$ cat src/rtl/prefix_add_seq_arb_if.sv
// Handshake bundle for prefix_add_seq_arb: two operand requesters and one
// result consumer. The adder sits on the slave side of this interface.
interface prefix_add_seq_arb_if #(
    parameter int WIDTH = 32
);
    logic             req0_valid;
    logic             req0_ready;
    logic [WIDTH-1:0] req0_a;
    logic [WIDTH-1:0] req0_b;
    logic             req0_cin;

    logic             req1_valid;
    logic             req1_ready;
    logic [WIDTH-1:0] req1_a;
    logic [WIDTH-1:0] req1_b;
    logic             req1_cin;

    logic             resp_valid;
    logic             resp_ready;
    logic             resp_id;
    logic [WIDTH-1:0] resp_sum;
    logic             resp_cout;
    logic             resp_ovf;

    modport slave (
        input  req0_valid, req0_a, req0_b, req0_cin,
        input  req1_valid, req1_a, req1_b, req1_cin,
        input  resp_ready,
        output req0_ready, req1_ready,
        output resp_valid, resp_id, resp_sum, resp_cout, resp_ovf
    );

    modport master (
        output req0_valid, req0_a, req0_b, req0_cin,
        output req1_valid, req1_a, req1_b, req1_cin,
        output resp_ready,
        input  req0_ready, req1_ready,
        input  resp_valid, resp_id, resp_sum, resp_cout, resp_ovf
    );
endinterface

$ cat src/rtl/prefix_add_seq_arb.sv
// Two-requester sequential adder. One SLICE-bit prefix-adder slice is reused
// for WIDTH/SLICE cycles to build a full WIDTH-bit sum with carry-in; the two
// requesters are served round-robin and the result is held until consumed.
module prefix_add_seq_arb #(
    parameter int WIDTH = 32,
    parameter int SLICE = 4
) (
    input  logic                 clk,
    input  logic                 rst,
    prefix_add_seq_arb_if.slave  bus
);

    localparam int NSLICE = WIDTH / SLICE;
    localparam int KW     = (NSLICE > 1) ? $clog2(NSLICE) : 1;

    generate
        if ((SLICE < 1) || ((WIDTH % SLICE) != 0)) begin : g_width_check
            $error("prefix_add_seq_arb: WIDTH must be a positive multiple of SLICE");
        end
    endgenerate

    typedef enum logic [1:0] {
        IDLE = 2'd0,
        RUN  = 2'd1,
        DONE = 2'd2
    } state_t;

    state_t           state_q;
    state_t           state_d;
    logic [KW-1:0]    k_q;
    logic             carry_q;
    logic             last_q;
    logic [WIDTH-1:0] a_q;
    logic [WIDTH-1:0] b_q;
    logic [WIDTH-1:0] sum_q;
    logic             id_q;
    logic             cout_q;
    logic             ovf_q;

    logic [1:0]       gnt;
    logic             accept;
    logic             last_k;
    logic [SLICE-1:0] sa;
    logic [SLICE-1:0] sb;
    logic [SLICE-1:0] ss;
    logic             sc;

    // Kogge-Stone style parallel-prefix add of one slice: builds group
    // generate/propagate over [i:0] in log2(SLICE) levels, then folds in cin.
    function automatic logic [SLICE:0] slice_add(
        input logic [SLICE-1:0] x,
        input logic [SLICE-1:0] y,
        input logic             cin
    );
        logic [SLICE-1:0] p;
        logic [SLICE-1:0] gg;
        logic [SLICE-1:0] pg;
        logic [SLICE-1:0] gn;
        logic [SLICE-1:0] pn;
        logic [SLICE:0]   c;
        p  = x ^ y;
        gg = x & y;
        pg = p;
        for (int d = 1; d < SLICE; d = d * 2) begin
            gn = gg;
            pn = pg;
            for (int i = d; i < SLICE; i++) begin
                gn[i] = gg[i] | (pg[i] & gg[i-d]);
                pn[i] = pg[i] & pg[i-d];
            end
            gg = gn;
            pg = pn;
        end
        c[0] = cin;
        for (int i = 0; i < SLICE; i++) begin
            c[i+1] = gg[i] | (pg[i] & cin);
        end
        return {c[SLICE], p ^ c[SLICE-1:0]};
    endfunction

    // Round-robin grant: a lone requester wins; on contention the one that
    // did not win last time goes first. No grant when nobody is asking.
    always_comb begin
        gnt = 2'b00;
        if (bus.req0_valid && bus.req1_valid) begin
            gnt = last_q ? 2'b01 : 2'b10;
        end else begin
            gnt = {bus.req1_valid, bus.req0_valid};
        end
    end

    assign bus.req0_ready = (state_q == IDLE) && gnt[0];
    assign bus.req1_ready = (state_q == IDLE) && gnt[1];
    assign accept         = (state_q == IDLE) && (gnt != 2'b00);
    assign last_k         = (k_q == KW'(NSLICE - 1));

    assign sa        = a_q[SLICE*k_q +: SLICE];
    assign sb        = b_q[SLICE*k_q +: SLICE];
    assign {sc, ss}  = slice_add(sa, sb, carry_q);

    // Next-state logic: accept -> run NSLICE slices -> hold result until taken.
    always_comb begin
        state_d = state_q;
        case (state_q)
            IDLE:    if (accept) state_d = RUN;
            RUN:     if (last_k) state_d = DONE;
            DONE:    if (bus.resp_ready) state_d = IDLE;
            default: state_d = IDLE;
        endcase
    end

    // State register.
    always_ff @(posedge clk) begin
        if (rst) begin
            state_q <= IDLE;
        end else begin
            state_q <= state_d;
        end
    end

    // Slice counter, inter-slice carry and last-grant pointer.
    always_ff @(posedge clk) begin
        if (rst) begin
            k_q     <= '0;
            carry_q <= 1'b0;
            last_q  <= 1'b1;
        end else if (accept) begin
            k_q     <= '0;
            carry_q <= gnt[1] ? bus.req1_cin : bus.req0_cin;
            last_q  <= gnt[1];
        end else if (state_q == RUN) begin
            k_q     <= k_q + KW'(1);
            carry_q <= sc;
        end
    end

    // Operand capture; contents only matter while an operation is in flight.
    always_ff @(posedge clk) begin
        if (accept) begin
            a_q <= gnt[1] ? bus.req1_a : bus.req0_a;
            b_q <= gnt[1] ? bus.req1_b : bus.req0_b;
        end
    end

    // Result assembly: one slice of the sum per RUN cycle, flags on the last.
    always_ff @(posedge clk) begin
        if (rst) begin
            sum_q  <= '0;
            id_q   <= 1'b0;
            cout_q <= 1'b0;
            ovf_q  <= 1'b0;
        end else begin
            if (accept) begin
                id_q <= gnt[1];
            end
            if (state_q == RUN) begin
                sum_q[SLICE*k_q +: SLICE] <= ss;
                if (last_k) begin
                    cout_q <= sc;
                    ovf_q  <= (a_q[WIDTH-1] == b_q[WIDTH-1]) && (ss[SLICE-1] != a_q[WIDTH-1]);
                end
            end
        end
    end

    assign bus.resp_valid = (state_q == DONE);
    assign bus.resp_id    = id_q;
    assign bus.resp_sum   = sum_q;
    assign bus.resp_cout  = cout_q;
    assign bus.resp_ovf   = ovf_q;

endmodule

$ cat src/flat_wrapper.sv
// flat-port wrapper written by rule: the top's interface ports become plain ports
module prefix_add_seq_arb_flat 
#(
    parameter int WIDTH = 32,
    parameter int SLICE = 4
)
  (clk, rst, bus_req0_valid, bus_req0_a, bus_req0_b, bus_req0_cin, bus_req1_valid, bus_req1_a, bus_req1_b, bus_req1_cin, bus_resp_ready, bus_req0_ready, bus_req1_ready, bus_resp_valid, bus_resp_id, bus_resp_sum, bus_resp_cout, bus_resp_ovf);
  prefix_add_seq_arb_if #(.WIDTH(WIDTH)) bus_i ();
  input  logic clk;
  input  logic rst;
  input wire logic [$bits(bus_i.req0_valid)-1:0] bus_req0_valid;
  input wire logic [$bits(bus_i.req0_a)-1:0] bus_req0_a;
  input wire logic [$bits(bus_i.req0_b)-1:0] bus_req0_b;
  input wire logic [$bits(bus_i.req0_cin)-1:0] bus_req0_cin;
  input wire logic [$bits(bus_i.req1_valid)-1:0] bus_req1_valid;
  input wire logic [$bits(bus_i.req1_a)-1:0] bus_req1_a;
  input wire logic [$bits(bus_i.req1_b)-1:0] bus_req1_b;
  input wire logic [$bits(bus_i.req1_cin)-1:0] bus_req1_cin;
  input wire logic [$bits(bus_i.resp_ready)-1:0] bus_resp_ready;
  output wire logic [$bits(bus_i.req0_ready)-1:0] bus_req0_ready;
  output wire logic [$bits(bus_i.req1_ready)-1:0] bus_req1_ready;
  output wire logic [$bits(bus_i.resp_valid)-1:0] bus_resp_valid;
  output wire logic [$bits(bus_i.resp_id)-1:0] bus_resp_id;
  output wire logic [$bits(bus_i.resp_sum)-1:0] bus_resp_sum;
  output wire logic [$bits(bus_i.resp_cout)-1:0] bus_resp_cout;
  output wire logic [$bits(bus_i.resp_ovf)-1:0] bus_resp_ovf;
  assign bus_i.req0_valid = bus_req0_valid;
  assign bus_i.req0_a = bus_req0_a;
  assign bus_i.req0_b = bus_req0_b;
  assign bus_i.req0_cin = bus_req0_cin;
  assign bus_i.req1_valid = bus_req1_valid;
  assign bus_i.req1_a = bus_req1_a;
  assign bus_i.req1_b = bus_req1_b;
  assign bus_i.req1_cin = bus_req1_cin;
  assign bus_i.resp_ready = bus_resp_ready;
  assign bus_req0_ready = bus_i.req0_ready;
  assign bus_req1_ready = bus_i.req1_ready;
  assign bus_resp_valid = bus_i.resp_valid;
  assign bus_resp_id = bus_i.resp_id;
  assign bus_resp_sum = bus_i.resp_sum;
  assign bus_resp_cout = bus_i.resp_cout;
  assign bus_resp_ovf = bus_i.resp_ovf;
  prefix_add_seq_arb #(.WIDTH(WIDTH), .SLICE(SLICE)) u_core (.clk(clk), .rst(rst), .bus(bus_i));
endmodule
$ cat config.mk
export PLATFORM = sky130hd
export DESIGN_NAME = prefix_add_seq_arb_flat
export DESIGN_NICKNAME = d
export VERILOG_FILES = /design/src/rtl/prefix_add_seq_arb_if.sv /design/src/rtl/prefix_add_seq_arb.sv /design/src/flat_wrapper.sv
export SDC_FILE = /design/constraint.sdc
export NUM_CORES = 1
export LEC_CHECK = 0
export ABC_AREA = 1
export CAP_MARGIN = 20
export CORE_ASPECT_RATIO = 1.1
export CORE_MARGIN = 1.5
export CORE_UTILIZATION = 40
export DETAILED_ROUTE_END_ITERATION = 10
export HOLD_SLACK_MARGIN = 0.15
export PLACE_DENSITY_LB_ADDON = 0.25
export SYNTH_ARGS = -nofsm -noshare
export SYNTH_HDL_FRONTEND = slang
export SYNTH_SLANG_ARGS = --single-unit
$ cat constraint.sdc
create_clock -name clk -period 2.7 [get_ports clk]
set_input_delay 0.54 -clock clk [delete_from_list [all_inputs] [get_ports clk]]
set_output_delay 0.54 -clock clk [all_outputs]
set_load 0.05 [all_outputs]
Word-level counts from Yosys, hierarchy flattened
Cells that the tools add are included.
{"block": "word_totals", "wordCells": 73, "inputBits": 135, "register_bits": 106, "output_inout_bits": 38}
{"block": "classes", "add_sub_neg": 2, "n_mux": 12, "shift": 4, "n_reduce_logical": 11, "n_eq_ne": 8, "bitwise_logic": 26}
{"op": "32-bit two-way mux", "count": 2}
{"op": "32-bit by 6-bit indexed part select with 4-bit output", "count": 2}
{"op": "5-bit negator with 34-bit output", "count": 1}
{"op": "4-bit by 34-bit variable shift with 32-bit output, first input constant", "count": 1}
{"op": "4-bit by 34-bit indexed part select with 32-bit output", "count": 1}
{"op": "32-bit bitwise mux", "count": 1}
{"op": "1-bit AND", "count": 14}
{"op": "2-bit two-way mux", "count": 5}
{"op": "1-bit bitwise OR", "count": 9}
{"op": "4-bit bitwise XOR", "count": 2}
{"op": "2-bit case mux with 3 select lines", "count": 1}
{"op": "1-bit logical AND", "count": 5}
{"op": "4-bit AND", "count": 1}
{"op": "2-bit by 1-bit != test with 1-bit output, second input constant", "count": 2}
{"op": "2-bit nonzero test", "count": 2}
{"op": "3-bit by 1-bit adder with 3-bit output, second input constant", "count": 1}
{"op": "3-bit equality test, second input constant", "count": 1}
{"op": "1-bit two-way mux", "count": 3}
{"op": "3-bit AND reduction", "count": 1}
{"op": "2-bit by 1-bit equality test with 1-bit output, second input constant", "count": 1}
{"op": "2-bit equality test, second input constant", "count": 1}
{"op": "2-bit zero test", "count": 1}
{"op": "2-bit != test, second input constant", "count": 1}
{"op": "2-bit AND reduction", "count": 1}
{"op": "other kinds (3)", "count": 3}

Depth between registers and ports, before layout
Gate-level depths: netlist of the first run.
{"block": "depth", "depth_word": 9, "depth_mapped": 19, "depth_no_buf": 16}

Worst setup path after synthesis of the first run
Ideal clock, no wire load.
{"block": "synth_timing", "path_kind": "input to register", "startpoint": "input bus_req1_valid", "endpoint": "register u_core.carry_q", "path_buffers": 0, "path_stages": 4, "arrival_ns": 2.333, "path_slack_ns": 0.294, "t_required_ns": 2.627, "setup_ns": 0.073, "cell_sequence": "o21ai_1 -> inv_1 -> o211ai_1 -> a21oi_1"}
{"block": "synth_via", "elab_chain_len": 5, "elab_cells_between_ends": 7, "cone_classes": "mux: 3; reduce/logical: 4"}
{"element": "from (decl)", "line": "flat_wrapper.sv:15", "rtl": "input wire logic [$bits(bus_i.req1_valid)-1:0] bus_req1_valid;"}
{"element": "1-bit logical AND", "line": "prefix_add_seq_arb.sv:85", "rtl": "if (bus.req0_valid && bus.req1_valid) begin"}
{"element": "2-bit two-way mux (*)", "line": "prefix_add_seq_arb.sv:85"}
{"element": "2-bit nonzero test (*)", "line": "prefix_add_seq_arb.sv:94", "rtl": "assign accept = (state_q == IDLE) && (gnt != 2'b00);"}
{"element": "1-bit logical AND (*)", "line": "prefix_add_seq_arb.sv:94"}
{"element": "named net u_core.accept", "line": "prefix_add_seq_arb.sv:41", "rtl": "logic accept;"}
{"element": "1-bit two-way mux or 2-bit nonzero test (tied branches)"}
{"element": "to (signal assigned)", "line": "prefix_add_seq_arb.sv:129", "rtl": "carry_q <= gnt[1] ? bus.req1_cin : bus.req0_cin;"}
{"element": "to (decl)", "line": "prefix_add_seq_arb.sv:31", "rtl": "logic carry_q;"}
The timed path passes the listed nets; every way through them passes the cells marked *.
A chain may end at the register's enable or synchronous reset.

Worst setup path in the final report of the first run
{"block": "layout_timing", "startpoint": "register u_core.k_q[0]", "endpoint": "register u_core.sum_q[6] (netlist: u_core.bus.resp_sum[6])"}
{"block": "layout_via", "elab_chain_len": 9, "elab_cells_between_ends": 24, "cone_classes": "add/sub: 1; shift: 4; mux: 1; bitwise: 18"}
{"element": "from (decl)", "line": "prefix_add_seq_arb.sv:30", "rtl": "logic [KW-1:0] k_q;"}
{"element": "from (signal assigned)", "line": "prefix_add_seq_arb.sv:132", "rtl": "k_q <= k_q + KW'(1);"}
{"element": "32-bit by 6-bit indexed part select with 4-bit output, on equally long branches", "line": "prefix_add_seq_arb.sv:97, prefix_add_seq_arb.sv:98"}
{"element": "4-bit bitwise XOR or 4-bit AND (tied branches)", "line": "prefix_add_seq_arb.sv:61, prefix_add_seq_arb.sv:62"}
{"element": "1-bit AND, on equally long branches", "line": "prefix_add_seq_arb.sv:68, prefix_add_seq_arb.sv:69"}
{"element": "1-bit bitwise OR, or another cell as far along", "line": "prefix_add_seq_arb.sv:68", "rtl": "gn[i] = gg[i] | (pg[i] & gg[i-d]);"}
{"element": "1-bit bitwise OR or 1-bit AND (tied branches)", "line": "prefix_add_seq_arb.sv:68, prefix_add_seq_arb.sv:76"}
{"element": "1-bit bitwise OR", "line": "prefix_add_seq_arb.sv:76", "rtl": "c[i+1] = gg[i] | (pg[i] & cin);"}
{"element": "4-bit bitwise XOR", "line": "prefix_add_seq_arb.sv:78", "rtl": "return {c[SLICE], p ^ c[SLICE-1:0]};"}
{"element": "4-bit by 34-bit indexed part select with 32-bit output", "line": "prefix_add_seq_arb.sv:157", "rtl": "sum_q[SLICE*k_q +: SLICE] <= ss;"}
{"element": "32-bit bitwise mux (*)", "line": "prefix_add_seq_arb.sv:157"}
{"element": "to (signal, indexed assignment)", "line": "prefix_add_seq_arb.sv:157"}
{"element": "to (decl)", "line": "prefix_add_seq_arb.sv:35", "rtl": "logic [WIDTH-1:0] sum_q;"}
Every way passes the cells marked *; elsewhere a longest branch is shown, timed or not.

==> run_results.csv, run 1 <==
group,metric,value,unit
global_route,grt_max_degree,53,
die,num_rows,44,
final_layout,seqCellArea,2764,um2
job,maxCapViolCount,0,
placement,portBuffers,172,
placement,post-place-ws,0.2467,ns
pwr,power_frac_seq,47.0,%
placement,globalplace.congestion,0.8969,
timing,drv_slew,0,
synth,synth_fp_nets,661,
cts,cts_max_level,3,
synth,synth_cells,514,
global_route,antenna_found_initial,0,
drt,drt_iter0_markers,326,
timing,hold-worst-slack,0.4698,ns
synth,muxShareOfSynthArea,13.52,%
synth,yosysMostFrequentCell,"nor2_1",
timing,relSlewSlack,60.10,%
cts,post_cts_buffers,0,
cts,cts_buffers,9,
final_layout,fin_cells,852,
drt,via_per_inst,5.148,
timing,period_needed,2.401,ns
drt,drt_pass1_iterations,6,
cts,clk_latency,0.35,ns
critical_path,worstPathCellList,"clkinv_4 -> o21ai_0 -> o22ai_1 -> nor2_1 -> a31oi_1 -> ha_1 -> a21oi_1 -> nand2_1 -> nand2_1 -> nand2_1 -> nor2_4 -> nand3_1 -> a21oi_1",
placement,dp_cells,836,
die,core_area,13100,um2
drt,drt-total-wl,12880,um
pwr,switching_power,0.001073,W
cts,cts.sinks,106,
timing,setup_viol,0,
synth,syn_area_per_cell,10.37,um2
final_layout,antenna_cells,0,
synth,synth_common_cells,"nor2_1, edfxtp_1, dfxtp_1",
final_layout,layout-drive-gt1-share,15.20,%
pwr,share_comb_of_total_power,19.9,%
global_route,grt_pass1_wl,20500,um
pwr,p_int,0.002999,W
critical_path,regToRegSetupSlack,0.30,ns
synth,synth_xor_area_share,0.1644,%
synth,yosys.area_share.simple,14.09,%
synth,synth-compound-area-share,11.32,%
global_route,overflow,0,
die,die_area,14020,um2
timing,max_slew.worst_pin.slew,0.5977,ns
timing,rsz0062_at_grt,"no",
die,chipHeight,124.1,um
critical_path,critical_path.most_common_cell,"nand2_1",
hold_path,hold_end,"u_core.bus.resp_id",
hold_path,holdCritPathClass,"flop to flop",
synth,synth_top_family_by_area,"simple AND/OR/NAND/NOR gates",
critical_path,r2r_start,"u_core.k_q[0]",
synth,synthFlopType,"edfxtp_1",
global_route,grtUsageTotal,18.68,%
drt,drc_errors,0,
pwr,p_clk_share,33.1,%
critical_path,worstReg2RegEnd,"u_core.bus.resp_sum[6]",
timing,finalSetupTns,0,ns
cts,ctsHoldBuffers,0,
synth,async_reset_ff_share,0,%
cts,root_buffer,"clkbuf_16",
synth,ys_warn_count,0,
pwr,swShare,26.35,%
critical_path,start_kind,"flop",
status,outcome,"finished, final reports clean",
timing,post-route-period-util,88.92,%
final_layout,area_delta_synth_final,41.84,%
synth,synthTopCellsByArea,"edfxtp_1, dfxtp_1, mux2_2",
die,die_w,113.1,um
final_layout,nFillCells,1140,
placement,hpwl,9953,um
global_route,grt_pass1_vias,4300,
cts,clockBufferDepth,2,
pwr,p_leak,2.938,nW
timing,timing.fmax,0.4165,GHz
die,ios,173,
final_layout,multi_input_comb_area,2255,um2
final_layout,nets,833,
hold_path,hp-start,"u_core.bus.resp_id",
synth,synth_area,5329,um2
hold_path,worstHoldPathCells,2,
drt,antenna_left,0,
synth,ys_types,44,
timing,hold_viol_final,0,
cts,clk_pin_slew,0.07,ns
synth,synthAdderAreaFrac,2.958,%
synth,synth_edf_count,64,
critical_path,critPathRequiredTime,2.98,ns
synth,yosysTopAreaCell,"edfxtp_1",
cts,post_cts_resize_count,0,
critical_path,cp_slowest_cell,"ha_1",
drt,wire_per_inst,15.11,um
timing,worst_slack,0.2993,ns
synth,yosysTopAreaCellShare,36.06,%
timing,fin_skew,0.007387,ns
pwr,max-vdd-ir-drop,0.3463,mV
cts,cts_tree,"done",
critical_path,reg2regPathDepth,13,
synth,seq_area_frac_synth,51.84,%
critical_path,crit_type,"flop to flop",
synth,ys_ff_latch,106,
critical_path,critPathMaxFanout,33,
critical_path,end_kind,"flop",
critical_path,worst_ep_arrival_time,2.68,ns
critical_path,slowest_delay,0.41,ns
die,start_util,40.67,%
drt,num_vias,4386,
pwr,power.density,538.7,nW/um2
==> cells in the final DEF, fill, tap and decap left out, types with 2 or more instances in the layout <==
cell type / n
inv_8: 2
o21bai_1: 2
a21oi_1: 27
a31oi_1: 3
clkinv_4: 2
nand2_2: 2
inv_2: 12
o21ai_0: 38
clkdlybuf4s50_1: 170
o211ai_1: 2
nand2_1: 39
edfxtp_1: 64
nand3_1: 11
mux2_2: 37
nand4_1: 5
ha_1: 11
clkbuf_16: 9
dfxtp_1: 41
o22ai_1: 12
o21ai_1: 28
buf_12: 4
nand3_2: 2
nand4_2: 5
nor2_1: 83
inv_6: 5
mux2_1: 27
buf_4: 12
inv_1: 16
==> routing by layer <==
layer	GRT usage, %	wire length, um
met1	21.92	5318
met3	3.796	881
met2	34.24	6451
met5	0	0
met4	6.250	225
==> final cells by class <==
class	instances	share of cell area [%]
clock buffer	9	2.980
clock inverter	7	1.076
timing repair buffer	187	24.91
multi-input combinational	349	29.83
inverter	33	1.970
sequential	106	36.57
tap	161	2.665
==> flip-flops by register name, summed over array words and instances, names as in the netlist <==
name,count
u_core.a_q,32
u_core.b_q,32
u_core.bus.resp_sum,32
u_core.k_q,3
u_core.state_q,2
u_core.bus.resp_cout,1
u_core.bus.resp_id,1
u_core.bus.resp_ovf,1
u_core.carry_q,1
u_core.last_q,1
==> per-stage QoR <==
stage	instance area, um2	total power, W	util [%]
floorplan	5329	0.002395	-
detailed placement	7237	0.002753	55.23
CTS	7543	0.004097	57.57
global route	7559	0.004241	57.69
global placement	7237	0.002738	55.23
finish	7559	0.004072	57.69
==> kinds of logic after synthesis <==
family	Yosys count
buf+inv	59
xor+xnor	1
compound gates	114
fa+ha+maj	12
simple gates	158
mux	64
flops	106
==> worst max-delay path, delay by kind of cell, from the launching register on <==
family	cells	cell delay, ns
fa+ha+maj	1	0.41
simple gates	6	0.60
buf+inv	1	0.18
compound gates	5	0.74
flops	1	0.38
==> how the worst max path moves through the flow <==
| stage | depth (start not counted) | to | startpoint | slack, ns |
|---|---|---|---|---|
| after floorplan | 4 | u_core.carry_q | bus_req1_valid | 0.29 |
| after global placement | 13 | u_core.bus.resp_sum[10] | u_core.k_q[0] | 0.37 |
| after detailed placement | 13 | u_core.bus.resp_sum[14] | u_core.k_q[0] | 0.25 |
| after CTS | 13 | u_core.bus.resp_sum[14] | u_core.k_q[0] | 0.21 |
| after global routing | 13 | u_core.bus.resp_sum[10] | u_core.k_q[1] | 0.05 |
| final | 13 | u_core.bus.resp_sum[6] | u_core.k_q[0] | 0.30 |
==> power by group through the flow <==
| stage | clock network (W) | registers [W] | logic (W) |
|---|---|---|---|
| floorplan | 0 | 0.00196 | 0.000432 |
| global placement | 0 | 0.00195 | 0.000789 |
| detailed placement | 0 | 0.00195 | 0.000804 |
| CTS | 0.00137 | 0.00191 | 0.000810 |
| global route | 0.00143 | 0.00192 | 0.000885 |
| finish | 0.00135 | 0.00191 | 0.000810 |
Note: power is estimated with default switching activity, not from simulation.
==> run 2, diff against run 1 <==
--- a/config.mk
+++ b/config.mk
@@ -13,6 +13,7 @@
 export DETAILED_ROUTE_END_ITERATION = 10
 export HOLD_SLACK_MARGIN = 0.15
 export PLACE_DENSITY_LB_ADDON = 0.25
+export SLEW_MARGIN = 25
 export SYNTH_ARGS = -nofsm -noshare
 export SYNTH_HDL_FRONTEND = slang
 export SYNTH_SLANG_ARGS = --single-unit
==> results of run 2 <==
The final DEF is identical to that of run 1; final timing and power are the same.
==> run 3, diff against run 2 <==
==> constraint.sdc (replaced) <==
create_clock -name clk -period 2.7 [get_ports clk]
set_input_delay 0.54 -clock clk [delete_from_list [all_inputs] [get_ports clk]]
set_output_delay 0.54 -clock clk [all_outputs]
set_load 0.02 [all_outputs]
==> run 3 against run 2 <==
Clock skew is 0.0026 ns higher. Power is 3.7% lower. Sequential share of layout area is 0.40 points higher. Non-clock buffer count is 6 lower. Critical path type unchanged. Critical endpoint is now u_core.bus.resp_sum[29]. Largest cell class unchanged. Largest power group unchanged.
==> run_results.csv, run 3 (synthesis gave the netlist of run 1 again) <==
group,metric,value,unit
die,ios,173,
timing,fin_skew,0.009987,ns
placement,dp_cells,830,
cts,root_buffer,"clkbuf_16",
status,outcome,"finished, final reports clean",
placement,portBuffers,172,
final_layout,nFillCells,1168,
global_route,grtUsageTotal,18.17,%
cts,clk_latency,0.35,ns
drt,drt_pass1_iterations,4,
drt,drt-total-wl,12540,um
timing,hold_viol_final,0,
die,core_area,13100,um2
critical_path,cp_num_cells,11,
pwr,max-vdd-ir-drop,0.3067,mV
hold_path,hp-start,"u_core.bus.resp_id",
drt,antenna_left,0,
critical_path,critPathMaxFanout,32,
die,chipHeight,124.1,um
final_layout,antenna_cells,0,
critical_path,worstReg2RegEnd,"u_core.bus.resp_sum[29]",
timing,rsz0062_at_grt,"yes",
timing,max_slew.worst_pin.slew,0.5973,ns
global_route,overflow,0,
critical_path,critPathRequiredTime,2.98,ns
job,maxCapViolCount,0,
timing,timing.fmax,0.4091,GHz
timing,setup_viol,0,
die,start_util,40.67,%
critical_path,r2r_start,"u_core.k_q[0]",
global_route,grt_max_degree,67,
final_layout,final_util,57.06,%
hold_path,worstHoldPathCells,2,
hold_path,hold_end,"u_core.bus.resp_id",
final_layout,seqCellArea,2764,um2
cts,clk_pin_slew,0.07,ns
final_layout,fin_cells,846,
final_layout,nets,827,
drt,drc_errors,0,
drt,drt_iter0_markers,229,
cts,post_cts_buffers,0,
drt,num_vias,4267,
global_route,grt_pass1_vias,4388,
pwr,p_leak,2.894,nW
placement,globalplace.congestion,0.8654,
cts,cts_tree,"done",
critical_path,slowest_delay,0.45,ns
final_layout,layout-drive-gt1-share,14.16,%
critical_path,reg2regPathDepth,11,
timing,drv_slew,0,
critical_path,path_buf_inv,1,
drt,wire_per_inst,14.82,um
cts,clockBufferDepth,2,
critical_path,crit_type,"flop to flop",
die,die_area,14020,um2
cts,cts_buffers,9,
timing,period_needed,2.444,ns
placement,hpwl,9357,um
die,die_w,113.1,um
critical_path,regToRegSetupSlack,0.26,ns
final_layout,multi_input_comb_area,2255,um2
timing,post-route-period-util,90.53,%
final_layout,layout_common_cells,"clkdlybuf4s50_1, nor2_1, edfxtp_1",
hold_path,holdCritPathClass,"flop to flop",
cts,cts_max_level,3,
pwr,power.density,524.7,nW/um2
global_route,antenna_found_initial,0,
final_layout,area_delta_synth_final,40.29,%
critical_path,worstPathCellList,"clkinv_4 -> o21ai_0 -> o22ai_1 -> nor2_1 -> a31oi_2 -> fa_1 -> xor2_1 -> nand3_1 -> nor2_1 -> nor2_1 -> nor2_1",
critical_path,start_kind,"flop",
critical_path,worst_ep_arrival_time,2.73,ns
critical_path,crit_family,"simple AND/OR/NAND/NOR gates",
drt,via_per_inst,5.044,
die,num_rows,44,
final_layout,layout_commonest_cell,"clkdlybuf4s50_1",
timing,relSlewSlack,60.13,%
cts,cts.sinks,106,
global_route,grt_pass1_wl,20220,um
critical_path,cp_slowest_cell,"fa_1",
critical_path,critical_path.most_common_cell,"nor2_1",
critical_path,end_kind,"flop",
[run 3: routing by layer]
| layer | part of all wire [%] | global-route usage (%) | vias to the layer above |
|---|---|---|---|
| met4 | 1.5 | 5.156 | 0 |
| li1 | - | - | 2155 |
| met5 | 0 | 0 | - |
| met2 | 50 | 33.22 | 151 |
| met3 | 5.4 | 3.650 | 22 |
| met1 | 43 | 21.80 | 1939 |
[run 3: final cells by class]
| class | instances | area share (%) |
|---|---|---|
| Clock buffer | 9 | 3.013 |
| Inverter | 33 | 1.992 |
| Sequential cell | 106 | 36.97 |
| Clock inverter | 7 | 0.8033 |
| Timing Repair Buffer | 181 | 24.37 |
| Multi-Input combinational cell | 349 | 30.16 |
| Tap cell | 161 | 2.695 |
[run 3: repair_timing]
item,4_1_cts,5_1_grt
hold buffers,0,0
resized for setup,0,4
setup endpoints to repair,0,14
[run 3: worst max-delay path by stage]
stage	from	end	slack, ns
6_report	u_core.k_q[0]	u_core.bus.resp_sum[29]	0.26
5_1_grt	u_core.k_q[0]	u_core.bus.resp_sum[29]	-0.01
4_1_cts	u_core.k_q[0]	u_core.bus.resp_sum[30]	0.20
3_5_place_dp	u_core.k_q[0]	u_core.bus.resp_sum[30]	0.21
3_3_place_gp	bus_req0_valid	bus_req1_ready	0.28
2_1_floorplan	bus_req1_valid	u_core.carry_q	0.29
[run 3: where the power goes]
group | leakage (nW) | total (W) | switching, W | internal [W]
clock network | 0.143 | 0.00126 | 0.000613 | 0.000644
registers | 0.967 | 0.00190 | 0.0000429 | 0.00186
logic | 1.78 | 0.000762 | 0.000374 | 0.000388
total | 2.89 | 0.00392 | 0.00103 | 0.00289
[run 3: worst reg2reg max path, stage by stage (launching register included)]
cell	delay, ns
dfxtp_2	0.38
clkinv_4	0.19
o21ai_0	0.20
o22ai_1	0.09
nor2_1	0.15
a31oi_2	0.09
fa_1	0.46
xor2_1	0.27
nand3_1	0.19
nor2_1	0.20
nor2_1	0.07
nor2_1	0.10
[run 3: metrics by stage]
stage / setup slack [ns] / TNS, ns / hold slack [ns] / total power (W) / instance area, um2
6_report: 0.2556 / 0 / 0.4674 / 0.003922 / 7476
5_1_grt: -0.01261 / -0.02216 / 0.4945 / 0.004100 / 7476
4_1_cts: 0.2025 / 0 / 0.4694 / 0.003948 / 7457
3_5_place_dp: 0.2133 / 0 / 0.4573 / 0.002697 / 7172
3_3_place_gp: 0.2796 / 0 / 0.4549 / 0.002681 / 7172
2_1_floorplan: 0.2940 / 0 / 0.4887 / 0.002366 / 5329
==> RTL change 1: new RTL, settings of run 1 <==
`WIDTH` is set to 32 in 3 places; all go to 64.
--- a/src/rtl/prefix_add_seq_arb_if.sv
+++ b/src/rtl/prefix_add_seq_arb_if.sv
@@ -1,7 +1,7 @@
 // Handshake bundle for prefix_add_seq_arb: two operand requesters and one
 // result consumer. The adder sits on the slave side of this interface.
 interface prefix_add_seq_arb_if #(
-    parameter int WIDTH = 32
+    parameter int WIDTH = 64
 );
     logic             req0_valid;
     logic             req0_ready;
--- a/src/rtl/prefix_add_seq_arb.sv
+++ b/src/rtl/prefix_add_seq_arb.sv
@@ -2,7 +2,7 @@
 // for WIDTH/SLICE cycles to build a full WIDTH-bit sum with carry-in; the two
 // requesters are served round-robin and the result is held until consumed.
 module prefix_add_seq_arb #(
-    parameter int WIDTH = 32,
+    parameter int WIDTH = 64,
     parameter int SLICE = 4
 ) (
     input  logic                 clk,
--- a/src/flat_wrapper.sv
+++ b/src/flat_wrapper.sv
@@ -1,7 +1,7 @@
 // flat-port wrapper written by rule: the top's interface ports become plain ports
 module prefix_add_seq_arb_flat 
 #(
-    parameter int WIDTH = 32,
+    parameter int WIDTH = 64,
     parameter int SLICE = 4
 )
   (clk, rst, bus_req0_valid, bus_req0_a, bus_req0_b, bus_req0_cin, bus_req1_valid, bus_req1_a, bus_req1_b, bus_req1_cin, bus_resp_ready, bus_req0_ready, bus_req1_ready, bus_resp_valid, bus_resp_id, bus_resp_sum, bus_resp_cout, bus_resp_ovf);
Ports: changed (5 resized); port bits go from 173 to 333. The function was not compared with the original's and may differ.
==> RTL change 1 against run 1 <==
- synthesized area grew 85%
- final cell count is 93% higher
- wire length increased by 120%
- highest routed layer unchanged
- sequential cell count grew 97
- synthesized cell count rose by 87%
- first-iteration DRC count up 29%
- worst setup slack lost 0.15 ns
- clock skew grew 0.0024 ns
- power rose by 100%
- maximum frequency down 5.8%
- global-route usage is 2.4 points higher
- clock power is 130% higher
- cell area is 96% higher
- critical path type unchanged
==> RTL change 1: results (changes against run 1) <==
| Metric | Value |
|---|---|
| Commonest cells in the netlist | 135 x nor2_1, 128 x edfxtp_1, 128 x mux2_2, 104 x o21ai_0, 100 x nand2_1 (was 83 x nor2_1, 64 x edfxtp_1, 42 x dfxtp_1, 40 x nand2_1, 38 x o21ai_0) |
| Clock Latency Late Sink | 0.50 ns (was 0.35 ns) |
| Cells after Synth | 959 (was 514) |
| Non-Filler Instances | 1643 (was 852) |
| Worst endpoint data arrival time | 2.98 ns (was 2.68 ns) |
| Switch share | 23.61% (was 26.35%) |
| Peak VDD IR | 0.3310 mV (was 0.3463 mV) |
| Worst path slowest cell | dfxtp_4 (was ha_1) |
| Path depth of the worst reg2reg path | 14 (was 13) |
| Logic power comb | 1470 uW (was 810 uW) |
| Vias per cell | 4.998 (was 5.148) |
| IO Port Bufs | 332 (was 172) |
| Outcome | complete, no violations (unchanged) |
| Worst-path fanout max | 36 (was 33) |
| Worst-margin pin slew | 0.5600 ns (was 0.5977 ns) |
| CTS H-tree lvls | 1 (was 3) |
| Gr usage total | 21.11% (was 18.68%) |
| R2r startpoint | u_core.k_q[0] (unchanged) |
| M3 GR Usage | 2.821% (was 3.796%) |
| Pre-Repair DR Iteration Count | 4 (was 6) |
| Layout cell share with drive strength beyond 1 | 20.48% (was 15.20%) |
| Critical register-to-register path endpoint | u_core.bus.resp_sum[35] (was u_core.bus.resp_sum[6]) |
| Top cells by area, synth | edfxtp_1 39%, dfxtp_1 15%, mux2_2 15% (was edfxtp_1 36%, dfxtp_1 16%, mux2_2 7.8%) |
| Routed length on met2 | 15080 microns (was 6451 microns) |
| Post-CTS resize count | 1 (was 0) |
| Peak per-stage delay on the critical path | 0.38 ns (was 0.41 ns) |
| Routability cong. | 0.8272 (was 0.8969) |
| LEAKAGE | 0.005608 uW (was 0.002938 uW) |
| Fmax | 0.3922 GHz (was 0.4165 GHz) |
| M2 GR Usage | 39.93% (was 34.24%) |
| Power density over cell area | 557.7 nW/um^2 (was 538.7 nW/um^2) |
| WL met3 | 1503 microns (was 881 microns) |
| Clk_skew | 0.009822 ns (was 0.007387 ns) |
| Sequential power | 3650 uW (was 1910 uW) |
| Critical path endpoint | u_core.bus.resp_sum[35] (was u_core.bus.resp_sum[6]) |
| Wl on met1 | 11000 microns (was 5318 microns) |
| Post-DP HPWL | 21290 microns (was 9953 microns) |
| DR WL/cell | 17.15 microns (was 15.11 microns) |
| Clock buffer depth | 3 (was 2) |
| Number of global-route vias before repair | 8422 (was 4300) |
| Post-synth EDFFs | 128 (was 64) |
| Syn Nets | 1232 (was 661) |
| Iteration-0 DRC Markers | 421 (was 326) |
| Family with the most delay on the worst path | simple AND/OR/NAND/NOR gates (was compound AO/OA/AOI/OAI gates) |
| FF-to-FF setup slack | 0.15 ns (was 0.30 ns) |
-- RTL change 1: cell types whose count changed after synthesis, moves of 19 or more --
cell,before,now
nand2_1,40,100
o21ai_0,38,104
mux2_2,37,128
o21ai_1,28,2
a21oi_1,27,46
nor2_1,83,135
nand3_1,11,31
clkbuf_1,4,29
inv_1,17,61
dfxtp_1,42,75
mux2_1,27,0
edfxtp_1,64,128
-- RTL change 1: cells by family (layout without fill, tap and decap cells) --
group           Yosys count  in the layout  synth area share (%)
compound gates          194            194                 10.80
xor+xnor                  4              4                0.5467
mux                     128            128                 14.64
simple gates            302            302                 13.56
flops                   203            203                 54.30
buf+inv                 118            492                 4.792
fa+ha+maj                10             10                 1.347
-- RTL change 1: layout make-up --
type / count / area, sq um
multi-input cells: 638 / 4151
repair buffers: 383 / 3915
fillers: 2066 / 9484
clock buffers: 25 / 583.1
flip-flops and latches: 203 / 5350
inverters: 70 / 276.5
well taps: 310 / 387.9
clock inverters: 14 / 175.2
==> RTL change 2: new RTL, settings of run 1 <==
Made on the original files. Make the reset (`rst`) asynchronous in 3 clocked blocks.
--- a/src/rtl/prefix_add_seq_arb.sv
+++ b/src/rtl/prefix_add_seq_arb.sv
@@ -110,7 +110,7 @@
     end
 
     // State register.
-    always_ff @(posedge clk) begin
+    always_ff @(posedge clk or posedge rst) begin
         if (rst) begin
             state_q <= IDLE;
         end else begin
@@ -119,7 +119,7 @@
     end
 
     // Slice counter, inter-slice carry and last-grant pointer.
-    always_ff @(posedge clk) begin
+    always_ff @(posedge clk or posedge rst) begin
         if (rst) begin
             k_q     <= '0;
             carry_q <= 1'b0;
@@ -143,7 +143,7 @@
     end
 
     // Result assembly: one slice of the sum per RUN cycle, flags on the last.
-    always_ff @(posedge clk) begin
+    always_ff @(posedge clk or posedge rst) begin
         if (rst) begin
             sum_q  <= '0;
             id_q   <= 1'b0;
Behaviour: differs if rst is asserted again (counterexample within 4 cycles, from zero or initial values and one cycle with rst high); with rst held inactive, the same outputs for 10 cycles.
==> RTL change 2 against run 1 <==
- cell area is 2.5% higher
- worst setup slack worse by 0.090 ns
- synthesized area is 3.6% higher
- die area is 3.5% higher
- wire length is 1.4% higher
- sequential share of layout area is 1.8 points higher
- sequential cell count stayed put
- critical path type unchanged
Power is not compared: it rests on default switching activity, and its combinational part moved more than twofold at a synthesized area within 25%.
==> RTL change 2: results (changes against run 1) <==
| Metric | Value |
|---|---|
| Clock transition at path regs | 0.07 ns (about the same) |
| Pre-CTS setup slack | 0.2100 ns (was 0.2467 ns) |
| Placed instance count | 849 (was 836) |
| Commonest cells in the netlist | 112 x nand2_1, 64 x edfxtp_1, 64 x mux2_2, 42 x nor2_1, 41 x dfrtp_1 (was 83 x nor2_1, 64 x edfxtp_1, 42 x dfxtp_1, 40 x nand2_1, 38 x o21ai_0) |
| Max Slew Vio Count | 0 (unchanged) |
| Layout cell share with drive strength beyond 1 | 19.53% (was 15.20%) |
| Worst path slowest cell | dfrtp_1 (was ha_1) |
| Vias per cell | 4.873 (was 5.148) |
| N_diodes | 0 (unchanged) |
| Cells after Synth | 503 (was 514) |
| Peak per-stage delay on the critical path | 0.46 ns (was 0.41 ns) |
| Routability cong. | 0.9203 (was 0.8969) |
| Fillers | 1156 (was 1140) |
| Largest net degree at the start of global routing | 67 (was 53) |
| Worst endpoint data arrival time | 2.72 ns (was 2.68 ns) |
| Outcome | complete, no violations (unchanged) |
| Syn Nets | 650 (was 661) |
| Fin nets | 823 (was 833) |
| Iteration-0 DRC Markers | 290 (was 326) |
| DR WL/cell | 15.09 microns (was 15.11 microns) |
| Number of global-route vias before repair | 4321 (was 4300) |
| Post-DP HPWL | 10020 microns (was 9953 microns) |
| Total Wirelength | 13050 microns (was 12880 microns) |
| Asr flop ratio synth | 39.62% (was 0%) |
| First-pass GRT wire length | 20750 microns (was 20500 microns) |
| Top cells by area, synth | edfxtp_1 35%, dfrtp_1 19%, mux2_2 13% (was edfxtp_1 36%, dfxtp_1 16%, mux2_2 7.8%) |
| Pre-Repair DR Iteration Count | 4 (was 6) |
| Clk_skew | 0.008790 ns (was 0.007387 ns) |
| Yosys cell types | 42 (was 44) |
| Worst-path fanout max | 9 (was 33) |
-- RTL change 2: cell type report --
class                           count  area [sq um]  share of cell area (%)
Clock buffer                        9         225.2                   2.906
Clock inverter                      7         85.08                   1.098
Inverter                           31         125.1                   1.614
Multi-Input combinational cell    346          2280                   29.42
Sequential cell                   106          2975                   38.39
Tap cell                          184         230.2                   2.971
Timing Repair Buffer              182          1829                   23.60
-- RTL change 2: logic make-up (layout without fill, tap and decap cells) --
| family | after synthesis | after routing | share of synthesized area [%] |
|---|---|---|---|
| XOR/XNOR | 1 | 1 | 0.1587 |
| AO/OA/AOI/OAI | 69 | 69 | 7.276 |
| multiplexers | 64 | 64 | 13.06 |
| flip-flops | 106 | 106 | 53.88 |
| buffers and inverters | 51 | 229 | 4.964 |
| adder cells (fa/ha/maj) | 12 | 12 | 2.856 |
| AND/OR/NAND/NOR | 200 | 200 | 17.82 |
-- RTL change 2: final timing paths --
check | end | from | slack [ns] | cells past startpoint
setup / recovery | u_core.bus.resp_sum[15] | u_core.k_q[1] | 0.21 | 12
hold / removal | u_core.bus.resp_sum[8] | u_core.bus.resp_sum[8] | 0.48 | 2
setup reg to reg | u_core.bus.resp_sum[15] | u_core.k_q[1] | 0.21 | 12
hold reg to reg | u_core.bus.resp_sum[8] | u_core.bus.resp_sum[8] | 0.48 | 2
max in group asynchronous | u_core.k_q[2] | rst | 1.67 | 3
min in group asynchronous | u_core.bus.resp_id | rst | 0.63 | 3
-- RTL change 2: metal layers --
metal	track usage, %	share of wire [%]	vias to the layer above
li1	-	-	2095
met1	22.08	40	1972
met2	33.19	53	133
met3	3.850	5.4	15
met4	6.028	1.8	0
met5	0	0	-
-- RTL change 2: per-stage QoR --
stage	power (uW)	util [%]	cell area (sq um)
after floorplan	5994	-	5525
after global placement	7285	55.81	7436
after detailed placement	7408	55.81	7436
after CTS	8781	58.14	7746
after global routing	9312	58.17	7750
final	8734	58.17	7750
-- RTL change 2: what timing repair did --
action / in CTS / in global routing
resized for setup: 0 / 3
buffers inserted: 0 / 0
endpoints found under the setup margin: 0 / 11
-- RTL change 2: power by group through the flow --
| stage | clock [uW] | combinational [uW] | sequential [uW] |
|---|---|---|---|
| after floorplan | 0 | 2890 | 3110 |
| after global placement | 0 | 4710 | 2580 |
| after detailed placement | 0 | 4820 | 2590 |
| after CTS | 1370 | 4860 | 2560 |
| after global routing | 1430 | 5280 | 2600 |
| final | 1340 | 4830 | 2560 |
-- RTL change 2: worst max-delay path, delay by kind of cell (launching register included) --
family | cells | cell delay, ns
buffers and inverters | 1 | 0.23
adders and majority gates | 1 | 0.31
and+or+nand+nor | 8 | 1.04
AOI/OAI and AO/OA | 2 | 0.33
DFF | 1 | 0.46
